File: src/rtl/wb_arb2.sv
// Two-master / one-slave Wishbone classic arbiter with round-robin tie break and bus lock.
// Optional stall watchdog enabled by defining WB_ARB_TIMEOUT_EN.
module wb_arb2 #(
    parameter int unsigned AW      = 32,
    parameter int unsigned DW      = 32,
    parameter int unsigned TIMEOUT = 255
) (
    input  logic              clk,
    input  logic              rst,
    input  logic              m0_cyc,
    input  logic              m0_stb,
    input  logic              m0_we,
    input  logic [AW-1:0]     m0_adr,
    input  logic [DW-1:0]     m0_dat_o,
    input  logic [DW/8-1:0]   m0_sel,
    output logic [DW-1:0]     m0_dat_i,
    output logic              m0_ack,
    output logic              m0_err,
    output logic              m0_rty,
    input  logic              m1_cyc,
    input  logic              m1_stb,
    input  logic              m1_we,
    input  logic [AW-1:0]     m1_adr,
    input  logic [DW-1:0]     m1_dat_o,
    input  logic [DW/8-1:0]   m1_sel,
    output logic [DW-1:0]     m1_dat_i,
    output logic              m1_ack,
    output logic              m1_err,
    output logic              m1_rty,
    output logic              s_cyc,
    output logic              s_stb,
    output logic              s_we,
    output logic [AW-1:0]     s_adr,
    output logic [DW-1:0]     s_dat_o,
    output logic [DW/8-1:0]   s_sel,
    input  logic [DW-1:0]     s_dat_i,
    input  logic              s_ack,
    input  logic              s_err,
    input  logic              s_rty,
    output logic [1:0]        gnt
);

    typedef enum logic [1:0] {StIdle, StGnt0, StGnt1} state_e;

    state_e state_q, state_d;
    logic   last_q, last_d;
    logic   err_term;

    if (TIMEOUT < 2) begin : g_bad_timeout
        $error("wb_arb2: TIMEOUT must be at least 2");
    end

    always_ff @(posedge clk or negedge rst) begin
        if (!rst) begin
            state_q <= StIdle;
            last_q  <= 1'b1;
        end else begin
            state_q <= state_d;
            last_q  <= last_d;
        end
    end

    always_comb begin
        state_d = state_q;
        last_d  = last_q;
        unique case (state_q)
            StIdle: begin
                // last_q == 1 means m1 was served last, so m0 wins a tie
                if (m0_cyc && m1_cyc) begin
                    state_d = last_q ? StGnt0 : StGnt1;
                end else if (m0_cyc) begin
                    state_d = StGnt0;
                end else if (m1_cyc) begin
                    state_d = StGnt1;
                end
            end
            StGnt0: begin
                if (!m0_cyc) begin
                    last_d  = 1'b0;
                    state_d = m1_cyc ? StGnt1 : StIdle;
                end
            end
            StGnt1: begin
                if (!m1_cyc) begin
                    last_d  = 1'b1;
                    state_d = m0_cyc ? StGnt0 : StIdle;
                end
            end
            default: state_d = StIdle;
        endcase
    end

    assign gnt = {state_q == StGnt1, state_q == StGnt0};

    always_comb begin
        s_cyc   = 1'b0;
        s_stb   = 1'b0;
        s_we    = 1'b0;
        s_adr   = '0;
        s_dat_o = '0;
        s_sel   = '0;
        unique case (state_q)
            StGnt0: begin
                s_cyc   = m0_cyc;
                s_stb   = m0_stb;
                s_we    = m0_we;
                s_adr   = m0_adr;
                s_dat_o = m0_dat_o;
                s_sel   = m0_sel;
            end
            StGnt1: begin
                s_cyc   = m1_cyc;
                s_stb   = m1_stb;
                s_we    = m1_we;
                s_adr   = m1_adr;
                s_dat_o = m1_dat_o;
                s_sel   = m1_sel;
            end
            default: ;
        endcase
    end

`ifdef WB_ARB_TIMEOUT_EN
    localparam int unsigned CntW = $clog2(TIMEOUT + 1);

    logic [CntW-1:0] cnt_q, cnt_d;
    logic            to_err;

    always_ff @(posedge clk or negedge rst) begin
        if (!rst) begin
            cnt_q <= '0;
        end else begin
            cnt_q <= cnt_d;
        end
    end

    // Counter only reaches TIMEOUT after an unbroken stall on the current grant
    always_comb begin
        cnt_d  = '0;
        to_err = 1'b0;
        if (cnt_q == CntW'(TIMEOUT)) begin
            to_err = 1'b1;
        end else if (s_cyc && s_stb && !(s_ack || s_err || s_rty) && (state_d == state_q)) begin
            cnt_d = cnt_q + 1'b1;
        end
    end

    assign err_term = s_err | to_err;
`else
    assign err_term = s_err;
`endif

    assign m0_dat_i = s_dat_i;
    assign m1_dat_i = s_dat_i;
    assign m0_ack   = s_ack    & gnt[0];
    assign m0_err   = err_term & gnt[0];
    assign m0_rty   = s_rty    & gnt[0];
    assign m1_ack   = s_ack    & gnt[1];
    assign m1_err   = err_term & gnt[1];
    assign m1_rty   = s_rty    & gnt[1];

endmodule

File: config.mk
export PLATFORM = sky130hd
export DESIGN_NAME = wb_arb2
export DESIGN_NICKNAME = d
export VERILOG_FILES = /design/src/rtl/wb_arb2.sv
export SDC_FILE = /design/constraint.sdc
export NUM_CORES = 1
export LEC_CHECK = 0
export BUFFER_PORTS_ARGS = -buffer_cell sky130_fd_sc_hd__buf_2
export CORE_AREA = 2 2 124 126
export DETAILED_ROUTE_END_ITERATION = 12
export DIE_AREA = 0 0 126 128
export SLEW_MARGIN = 25
export SYNTH_ARGS = -nofsm -noshare
export SYNTH_HDL_FRONTEND = slang
export SYNTH_SLANG_ARGS = --single-unit
File: constraint.sdc
create_clock -name clk -period 1.9 [get_ports clk]
set_input_delay 0 -clock clk [delete_from_list [all_inputs] [get_ports clk]]
set_output_delay 0 -clock clk [all_outputs]
set_load 0.05 [all_outputs]
==> results of run 1 <==
## flip-flops by register name (all words and copies together) (netlist names)
register / flops
last_q: 1
state_q: 2
## layout make-up
cell class                      instances  area [um^2]  share of cell area (%)
Timing Repair Buffer                  232         1330                    45.1
Clock buffer                            4         78.8                    2.67
Multi-Input combinational cell        169         1210                    41.2
Tap cell                              188          235                    7.98
Sequential cell                         3         76.3                    2.59
Inverter                                4         15.0                   0.509
## synth_stat cells
master	count	area, um^2
o41ai_1	1	8.76
ha_1	6	75.1
inv_1	4	15.0
and2_1	6	37.5
dfstp_2	1	26.3
a22oi_1	70	526
nand2_2	1	6.26
nor2b_1	71	444
o21ai_0	2	10.0
dfrtp_1	2	50.1
nand3b_1	1	7.51
buf_4	65	488
a31oi_1	1	6.26
or3b_4	1	11.3
a21boi_0	1	7.51
a22oi_2	1	12.5
nand2_1	1	3.75
a21o_1	1	7.51
nand2b_1	2	12.5
a21oi_1	2	10.0
mux2_1	1	11.3
clkbuf_1	9	33.8
buf_2	14	70.1
## routing by layer
metal	GRT usage (%)	wire (um)	vias to the layer above
met2	15.2	3790	163
met3	2.67	866	41
met5	0	0	-
met1	8.53	2760	1090
li1	-	-	1153
met4	4.14	303	0
## critical path, delay by kind of cell, from the launching register on
family	cells	cell delay [ps]
buffers and inverters	3	630
DFF	1	400
adders and majority gates	1	250
AOI/OAI and AO/OA	1	140
and+or+nand+nor	1	130
## kinds of logic (layout without fill, tap and decap cells)
logic type	after synthesis	count (layout)	share of synthesized area [%]
AO/OA/AOI/OAI	79	79	31.3
buffers and inverters	92	240	32.3
AND/OR/NAND/NOR	83	83	27.8
flip-flops	3	3	4.06
adder cells (fa/ha/maj)	6	6	3.99
multiplexers	1	1	0.599
## worst paths after layout
path,slack (ps),end,from,depth (start not counted)
max reg2reg,220,state_q[1],state_q[0],5
min,0.03,m1_dat_i[11],s_dat_i[11],0
max in group asynchronous,1600,last_q,rst,2
max,100,s_dat_o[30],state_q[0],6
min in group asynchronous,110,state_q[1],rst,2
min reg2reg,510,last_q,last_q,2
## power groups by stage
stage | registers [mW] | clock network, mW | logic, mW
final | 0.135 | 0.337 | 5.09
after global routing | 0.138 | 0.352 | 5.41
after CTS | 0.134 | 0.341 | 5.07
after detailed placement | 0.135 | 0 | 5.05
after global placement | 0.135 | 0 | 5.03
after floorplan | 0.125 | 0 | 4.09
## stage by stage
| stage | hold slack (ps) | worst slack (ps) |
|---|---|---|
| 3_5_place_dp | -196 | 189 |
| 2_1_floorplan | -296 | 51.7 |
| 4_1_cts | 0.497 | 50.7 |
| 3_3_place_gp | -199 | 241 |
| 5_1_grt | 0.113 | 0.963 |
| 6_report | 0.0272 | 95.7 |
## timing repair
item,CTS,global route
resized for setup,1,11
hold endpoints to repair,3,0
setup endpoints to repair,1,20
buffers inserted,0,0
hold buffers,1,0
==> flow_summary.ini, run 1 <==
[critical_path]
path_class = reg -> out
crit_slowest_cell = dfrtp_1
cp_cell_sequence = inv_1, ha_2, buf_12, a22oi_1, nor2b_1, buf_2
cp_slowest_stage_delay_ps = 400
crit_arrival_ps = 1800
worstSetupStartpointType = register
critPathCaptureType = primary output
worstPathRequired_ps = 1900
crit_fanout = 39

[sta]
min_period_over_period_pct = 95.0
fmax_mhz = 554
finalHoldViolations = 0
rsz0062_at_grt = false
worst_clock_skew_ps = 0.101
relSlewSlack_pct = 77.0
final-max-slew-violation-count = 0
min_period_ps = 1800
setup_viol = 0
max_slew.worst_pin.slew_ps = 341
setup_tns_ps = 0

[cts]
cts_tree = yes
worstSkewPairLatency_ps = 220
cts_sinks = 3
clock-root-buffer = clkbuf_16
clk_pin_slew_worst_paths_ps = 30
cts-htree-levels = 1
cts_buffers = 3
cts_buffer_depth = 2

[routing]
drc = 0
vias = 2447
wirelength_um = 7720
post_drt_via_cell_ratio = 4.08
antenna_left = 0
wl_per_cell_um = 12.9
dr.pass1.iters = 4
first_iter_violations = 72

[synth]
seq_area_frac_synth_pct = 4.06
synth_area_per_cell_um2 = 7.12
syn-instance-count = 264
ys_types = 23
yosysWarnings = 0
netlist_area_mm2 = 0.00188
synth_nets = 449
ys_seq_elements = 3

[power]
leakage_nw = 1.47
power_mw = 5.56
p_int_mw = 2.06
p_switching_mw = 3.49
p_seq_share_pct = 2.4
switching_share_pct = 62.9
power_density_mw_per_mm2 = 1880
ir_drop_uv = 687
power_frac_clock_pct = 6.1
comb_power_share_pct = 91.5

[status]
run_status = complete, no violations

[final_layout]
n_antenna_cell = 0
post-route-util_pct = 19.8
syn2layout_area_growth_pct = 56.8
fin_nets = 598
stdcell_count = 600
finalInstanceArea_mm2 = 0.00295
final_common_cell = buf_2
layout_common_cells = buf_2, a22oi_1, nor2b_1
fillers = 1721
drive_gt1_share_pct = 59.5

[die]
dieHeight_um = 128
ioPinCount = 322
rows = 45
dieArea_mm2 = 0.0161
die_x_um = 126
initial_utilization_pct = 12.7
core_mm2 = 0.0149

[global_routing]
first_global_vias = 2183
grt_antenna_before_repair = 0
grt_max_degree = 43
grt-ovfl-total = 0
grt_pass1_wl_um = 10900
globalRouteTotalUtil_pct = 8.32

[placed_design]
io_buffers = 225
dp_hpwl_um = 6380
routabilityCongestion = 0.780
dp_cells = 595
dpl_cell_area_mm2 = 0.00283

[min_path]
min_path_type = in -> out

[flow_run]
drv_cap = 0
Note: power is estimated with default switching activity, not from simulation.
==> run 2: changes to the inputs <==
==> config.mk (replaced) <==
export PLATFORM = sky130hd
export DESIGN_NAME = wb_arb2
export DESIGN_NICKNAME = d
export VERILOG_FILES = /design/src/rtl/wb_arb2.sv
export SDC_FILE = /design/constraint.sdc
export NUM_CORES = 1
export LEC_CHECK = 0
export CORE_AREA = 2 2 123 125
export DETAILED_ROUTE_END_ITERATION = 12
export DIE_AREA = 0 0 125 127
export DONT_BUFFER_PORTS = 1
export MAX_ROUTING_LAYER = met4
export SLEW_MARGIN = 25
export SYNTH_ARGS = -nofsm -noshare
export SYNTH_HDL_FRONTEND = slang
export SYNTH_SLANG_ARGS = --single-unit
==> flow_summary.ini, run 2 (synthesis gave the netlist of run 1 again) <==
[critical_path]
crit_start = state_q[0]
crit_arrival_ps = 1830
reg2reg_slack_ps = 160
crit_fanout = 43
worstSetupStartpointType = register
reg2reg_from = state_q[1]
ff2ff_path_depth = 5
worstReg2RegEnd = state_q[1]
worstPathRequired_ps = 1900
path_class = reg -> out
critPathCaptureType = primary output

[status]
run_status = complete, no violations

[final_layout]
syn2layout_area_growth_pct = 26.5
n_antenna_cell = 0
largest-register = state_q
post-route-util_pct = 16.5
drive_gt1_share_pct = 36.2
final_common_cell = buf_4
seqCellArea_um2 = 77.6
largest_reg_flops = 2
fin_nets = 451
reg.largest.list = state_q x2, last_q x1
multi_input_area_mm2 = 0.00124
fillers = 1645
stdcell_count = 449
layout_common_cells = buf_4, a22oi_1, nor2b_1

[power]
leakage_nw = 0.887
ir_drop_uv = 1070
power_density_mw_per_mm2 = 2430

[routing]
vias = 1923
first_iter_violations = 58
drc = 0
antenna_left = 0
wirelength_um = 7860
dr.pass1.iters = 4
post_drt_via_cell_ratio = 4.28
wl_per_cell_um = 17.5

[global_routing]
grt_pass1_wl_um = 9710
globalRouteTotalUtil_pct = 8.04
first_global_vias = 1744
grt_antenna_before_repair = 0
grt-ovfl-total = 0
grt_max_degree = 72

[min_path]
hold_start = s_dat_i[13]
min_to = m0_dat_i[13]
holdPathStages = 0
min_path_type = in -> out

[sta]
min_period_over_period_pct = 96.6
relSlewSlack_pct = 66.2
worst_clock_skew_ps = 4.64
finalHoldViolations = 0
max_slew.worst_pin.slew_ps = 510
final-max-slew-violation-count = 0
min_period_ps = 1830
rsz0062_at_grt = true
fmax_mhz = 545
setup_viol = 0
whs_ps = 0.0283

[cts]
cts_buffer_depth = 2
cts_setup_buffers = 0
worstSkewPairLatency_ps = 230
clk_pin_slew_worst_paths_ps = 30
cts_buffers = 3
clock-root-buffer = clkbuf_16
cts_tree = yes
cts_sinks = 3
cts-htree-levels = 1

[placed_design]
routabilityCongestion = 0.813
dp_cells = 442
io_buffers = 0
dp_hpwl_um = 6160

[die]
dieHeight_um = 127
dieArea_mm2 = 0.0159
rows = 44
core_mm2 = 0.0144
initial_utilization_pct = 13.0
ioPinCount = 322
die_x_um = 125

[flow_run]
drv_cap = 0
run 2: cell type report:
cell class,instances,area share (%)
Tap cell,184,9.68
Clock buffer,4,3.31
Inverter,4,0.631
Sequential cell,3,3.26
Multi-Input combinational cell,169,52.0
Timing Repair Buffer,85,31.1
run 2: worst max path at each step:
stage                     slack [ps]           to  cells past startpoint
final                             70  s_dat_o[28]                      6
after floorplan                   50    s_adr[13]                      6
after CTS                         50  s_dat_o[30]                      6
after global placement           190   state_q[1]                      5
after detailed placement         140   state_q[1]                      5
after global routing             -20  s_dat_o[24]                      6
run 2: worst max-delay path, stage by stage, from the launching register on:
cell	delay, ps
dfrtp_1	440
inv_2	170
ha_4	180
buf_12	230
a22oi_1	150
nor2b_1	170
buf_4	220
run 2: repair_timing:
action	CTS	global route
hold buffers	2	0
setup endpoints to repair	0	48
resized for setup	0	5
endpoints found under the hold margin	4	0
run 2: report_power, final:
group / internal [mW] / switching (mW)
clock network: 0.278 / 0.0631
logic: 1.84 / 3.45
registers: 0.103 / 0.0416
total: 2.22 / 3.56
run 2: per-stage QoR:
| step | TNS, ps | instance area [um^2] | power [mW] | setup WS, ps |
|---|---|---|---|---|
| global placement | 0 | 2230 | 5.17 | 187 |
| detailed placement | 0 | 2230 | 5.21 | 142 |
| finish | 0 | 2380 | 5.78 | 65.0 |
| CTS | 0 | 2330 | 5.57 | 52.2 |
| floorplan | 0 | 1880 | 4.22 | 51.7 |
| global route | -66.3 | 2380 | 6.09 | -24.8 |
run 2: metal layers:
layer	track usage, %	vias to the layer above	share of wire, %
met3	2.09	36	9.6
met4	4.51	0	4.4
li1	-	863	-
met5	-	-	0
met2	14.5	163	50
met1	7.87	861	36
